==> config.mk <==
export PLATFORM = sky130hd
export DESIGN_NAME = bcd_conv_sched
export DESIGN_NICKNAME = d
export VERILOG_FILES = /design/src/rtl/bcd_conv_sched.sv
export SDC_FILE = /design/constraint.sdc
export NUM_CORES = 1
export LEC_CHECK = 0
export CORE_MARGIN = 2
export CORE_UTILIZATION = 57
export DETAILED_ROUTE_END_ITERATION = 8
export DONT_BUFFER_PORTS = 1
export PLACE_DENSITY = 0.76
export SETUP_SLACK_MARGIN = 0.1
export SKIP_CTS_REPAIR_TIMING = 1
export SKIP_LAST_GASP = 1
export SLEW_MARGIN = 0
export SYNTH_ARGS = -nofsm -noshare
export SYNTH_HDL_FRONTEND = slang
export SYNTH_SLANG_ARGS = --single-unit
==> constraint.sdc <==
create_clock -name clk -period 1.65 [get_ports clk]
set_input_delay 0.2475 -clock clk [delete_from_list [all_inputs] [get_ports clk]]
set_output_delay 0.2475 -clock clk [all_outputs]
set_load 0.05 [all_outputs]
==> src/rtl/bcd_conv_sched.sv <==
// Four-channel round-robin scheduler sharing one 16-iteration double-dabble engine.
// Optional two's-complement operands with a sign flag: define BCD_SCHED_SIGN_EN.
module bcd_conv_sched (
  input  logic        clk,
  input  logic        rst,
  input  logic [3:0]  req_i,
  input  logic [63:0] bin_i,
  output logic [3:0]  ack_o,
  output logic [19:0] bcd_o,
  output logic [1:0]  ch_o,
  output logic        valid_o,
  output logic        sign_o,
  output logic        busy_o
);

  typedef enum logic [0:0] {StIdle, StConv} state_e;

  state_e      state_q;
  logic [1:0]  rr_ptr_q;
  logic [1:0]  ch_q;
  logic [3:0]  cnt_q;
  logic [35:0] sr_q;
  logic [35:0] sr_adj;
  logic [35:0] sr_step;

  logic [3:0]  ack_q;
  logic [19:0] bcd_q;
  logic [1:0]  ch_out_q;
  logic        valid_q;

  logic        gnt_valid;
  logic [1:0]  gnt_ch;
  logic [1:0]  cand;
  logic [15:0] operand;
  logic [15:0] load_val;
  logic        grant;
  logic        done;

  // Offsets are scanned high to low so the smallest offset from rr_ptr_q wins.
  always_comb begin
    gnt_valid = 1'b0;
    gnt_ch    = rr_ptr_q;
    cand      = rr_ptr_q;
    for (int i = 3; i >= 0; i--) begin
      cand = rr_ptr_q + 2'(i);
      if (req_i[cand]) begin
        gnt_valid = 1'b1;
        gnt_ch    = cand;
      end
    end
  end

  assign operand = bin_i[{gnt_ch, 4'b0000} +: 16];
  assign grant   = (state_q == StIdle) && gnt_valid;
  assign done    = (state_q == StConv) && (cnt_q == 4'd15);

  // One double-dabble iteration: correct digits >= 5, then shift.
  always_comb begin
    sr_adj = sr_q;
    for (int d = 0; d < 5; d++) begin
      if (sr_q[16 + 4*d +: 4] >= 4'd5) begin
        sr_adj[16 + 4*d +: 4] = sr_q[16 + 4*d +: 4] + 4'd3;
      end
    end
    sr_step = sr_adj << 1;
  end

  always_ff @(posedge clk) begin
    if (rst) begin
      state_q  <= StIdle;
      rr_ptr_q <= 2'd0;
      ch_q     <= 2'd0;
      cnt_q    <= 4'd0;
      sr_q     <= 36'd0;
      ack_q    <= 4'd0;
      bcd_q    <= 20'd0;
      ch_out_q <= 2'd0;
      valid_q  <= 1'b0;
    end else begin
      valid_q <= 1'b0;
      ack_q   <= 4'd0;
      case (state_q)
        StIdle: begin
          if (gnt_valid) begin
            sr_q    <= {20'd0, load_val};
            cnt_q   <= 4'd0;
            ch_q    <= gnt_ch;
            state_q <= StConv;
          end
        end
        StConv: begin
          sr_q  <= sr_step;
          cnt_q <= cnt_q + 4'd1;
          if (cnt_q == 4'd15) begin
            bcd_q    <= sr_step[35:16];
            ch_out_q <= ch_q;
            valid_q  <= 1'b1;
            ack_q    <= 4'b0001 << ch_q;
            rr_ptr_q <= ch_q + 2'd1;
            state_q  <= StIdle;
          end
        end
        default: state_q <= StIdle;
      endcase
    end
  end

`ifdef BCD_SCHED_SIGN_EN
  logic neg_pend_q;
  logic sign_q;

  // Magnitude of -32768 is 16'h8000, which still fits the 16-bit load field.
  assign load_val = operand[15] ? (~operand + 16'd1) : operand;

  always_ff @(posedge clk) begin
    if (rst) begin
      neg_pend_q <= 1'b0;
      sign_q     <= 1'b0;
    end else begin
      if (grant) neg_pend_q <= operand[15];
      if (done)  sign_q     <= neg_pend_q;
    end
  end

  assign sign_o = sign_q;
`else
  assign load_val = operand;
  assign sign_o   = 1'b0;
`endif

  assign ack_o   = ack_q;
  assign bcd_o   = bcd_q;
  assign ch_o    = ch_out_q;
  assign valid_o = valid_q;
  assign busy_o  = (state_q == StConv);

endmodule
==> out/metrics.yaml <==
synth:
  yosys.area.top_type: "dfxtp_1"
  synth_area_per_cell_um2: 8.441
  synth.distinct_cells: 46
  synth.yosys.seq_area_share_pct: 38.29
  synth_top_area_share_pct: 38.29
  synthesis.nets: 527
  yosys_warnings: 0
  synth_area_leaders: "dfxtp_1 38%, a22oi_1 5.4%, nand2_1 4.4%, a21oi_1 4.3%, a211oi_1 4.0%"
  ys_ff_latch: 72
  async_flop_share_pct: 0
  synth_flop_cell: "dfxtp_1"
  synthCells: 446
  syn-cell-area_um2: 3765
  synth_edf_count: 0
worst_setup_path:
  start_kind: "flop"
  crit_path_top_delay_cell: "a2111oi_4"
  critPathRequiredTime_ps: 1890
  crit_chain: "buf_6, and3b_2, a2111oi_4, or2_4, clkbuf_16, a211oi_1, o31ai_1"
  critPathMaxStageDelay_ps: 350
  end_kind: "flop"
  worst-setup-path-type: "reg2reg"
  worst_ep_arrival_time_ps: 2030
  path_max_fanout: 8
clock_network:
  clkTransAtPathRegs_ps: 70
  cts_inserted_buffers: 9
  root_buffer: "clkbuf_8"
  cts_tree: "built"
  cts_buffer_depth: 2
  clkLatencyLatePin_ps: 330
  htreeDepth: 3
  clock-sinks: 72
final_layout:
  insertedDiodeCount: 0
  n_fill_cell: 499
  area_growth_pct: 17.05
  multi_input_area_um2: 2272
  nNetsFinal: 532
  drive_gt1_share_pct: 23.30
  area.sequential_um2: 1456
timing:
  finalHoldViolCount: 0
  final.setup.tns_ps: -1763
  setup_viol: 17
  post-route-min-period_ps: 1791
  slew_viol_final: 0
  fin_crit_sh_pct: 108.5
  tightest_slew_ps: 585.2
  skew_ps: 11.15
  finalWorstSetupSlack_ps: -140.8
  max_freq_mhz: 558.4
  rsz0062_at_grt: "true"
  relSlewSlack_pct: 60.99
power_and_ir_drop:
  switchingPower_mw: 0.8614
  p_sw_share_pct: 25.56
  power_frac_seq_pct: 53.9
  internal-power_mw: 2.509
  comb_power_share_pct: 10.3
  p_total_mw: 3.370
  clockPowerShare_pct: 35.8
  p_leak_nw: 1.509
  powerDensity_nw_per_um2: 764.7
  vdd_ir_drop_max_v: 0.0005996
detailed_routing:
  num_vias: 3334
  route.detailed.drc: 0
  ant_nets: 0
  drtPass1Iterations: 4
  via_per_inst: 6.267
  drt-initial-drc-count: 202
  post_drt_wl_per_cell_um: 17.15
  postRouteWirelength_um: 9122
job:
  maxCapViolations: 0
min_path:
  hold_class: "in2reg"
die:
  rows: 29
  fp.dieH_um: 85.27
  io_pins: 99
  core_um2: 6386
  initial_core_util_pct: 58.95
  dieArea_um2: 7271
  fp.dieW_um: 85.27
status:
  violations: "negative setup slack"
  outcome: "complete, but fails checks"
grt:
  grt_pass1_wl_um: 13900
  grt_pass1_vias: 2995
  grt-ovfl-total: 0
  antenna_found_initial: 0
  grt_max_degree: 57
  grt_use_total_pct: 23.10
place:
  gp_congestion: 0.8220
  dp_hpwl_um: 5797
  portBuffers: 0
Yosys cell counts, types with 13 or more instances:
master,n
inv_1,14
clkbuf_1,20
and2_1,17
a221oi_1,13
and4_1,16
o31ai_1,16
a22oi_1,27
nand2_1,44
o21ai_0,16
dfxtp_1,72
nor2_1,38
a21oi_1,32
a211oi_1,20
cell families after synthesis:
family                   after synthesis  synth area share, %
multiplexers                           6                1.595
XOR/XNOR                               6                1.396
adder cells (fa/ha/maj)               11                3.656
AND/OR/NAND/NOR                      158                21.84
buffers and inverters                 52                6.912
flip-flops                            72                38.29
other                                  1              0.09961
AO/OA/AOI/OAI                        140                26.22
layer usage:
metal / wire length [um] / part of all wire [%] / GRT usage [%] / vias to the layer above
li1: - / - / - / 1645
met1: 4151 / 46 / 31.74 / 1571
met2: 4279 / 47 / 35.65 / 103
met3: 565 / 6.2 / 4.961 / 15
met4: 126 / 1.4 / 8.658 / 0
met5: 0 / 0 / 0 / -
sequential cells by signal, indices dropped and copies added (netlist names):
signal / flops
ack_o: 4
bcd_o: 20
busy_o: 1
ch_o: 2
ch_q: 2
cnt_q: 4
rr_ptr_q: 2
sr_q: 36
valid_o: 1
layout make-up:
cell class,instances,share of cell area [%]
clock buffer,12,3.294
clock inverter,3,0.4259
inverter,14,1.193
multi-input combinational,322,51.56
sequential,72,33.05
tap,77,2.186
timing repair buffer,32,8.291
cell usage in the layout (no fill, tap or decap), types with 4 or more instances in the layout:
master,count
a21oi_1,25
nand3_1,7
nor2b_1,6
o31ai_1,16
a22oi_2,11
buf_12,5
o21ai_0,16
ha_4,4
a22oi_1,16
and4_1,16
inv_1,7
buf_4,22
ha_1,6
and2_1,16
a21oi_2,6
nand2b_1,4
xnor2_1,6
a211oi_1,20
dfxtp_1,62
nor3b_1,4
nor2_1,37
a221oi_1,12
dfxtp_2,9
nor3_1,7
a221oi_2,4
clkbuf_8,10
a311oi_1,6
nand2_1,43
inv_2,7
power by group through the flow:
stage | Sequential (mW) | Clock, mW | Combinational, mW
2_1_floorplan | 1.85 | 0 | 0.258
3_3_place_gp | 1.85 | 0 | 0.280
3_5_place_dp | 1.86 | 0 | 0.287
4_1_cts | 1.82 | 1.22 | 0.289
5_1_grt | 1.82 | 1.31 | 0.377
6_report | 1.82 | 1.21 | 0.347
stage by stage:
step,area (um2),hold slack (ps),setup WS (ps),std cells,utilization [%]
4_1_cts,4109,-34.91,-206.9,521,64.34
5_1_grt,4407,5.257,-218.2,532,69.00
2_1_floorplan,3852,425.5,71.23,446,-
3_5_place_dp,3945,327.3,-185.4,506,61.78
6_report,4407,27.97,-140.8,532,69.00
3_3_place_gp,3945,324.7,-93.77,506,61.78
critical path, delay by kind of cell (launching register included):
kind	cells	cell delay, ps
DFF	1	320
and+or+nand+nor	2	450
buffers and inverters	2	290
AOI/OAI and AO/OA	3	630
worst paths after layout:
| check | startpoint | end | slack, ps | cells past startpoint |
|---|---|---|---|---|
| min | rst | valid_o | 30 | 1 |
| max | rr_ptr_q[1] | sr_q[4] | -140 | 7 |
| min reg2reg | sr_q[0] | sr_q[0] | 490 | 2 |
| max reg2reg | rr_ptr_q[1] | sr_q[4] | -140 | 7 |
Note: power is estimated with default switching activity, not from simulation.
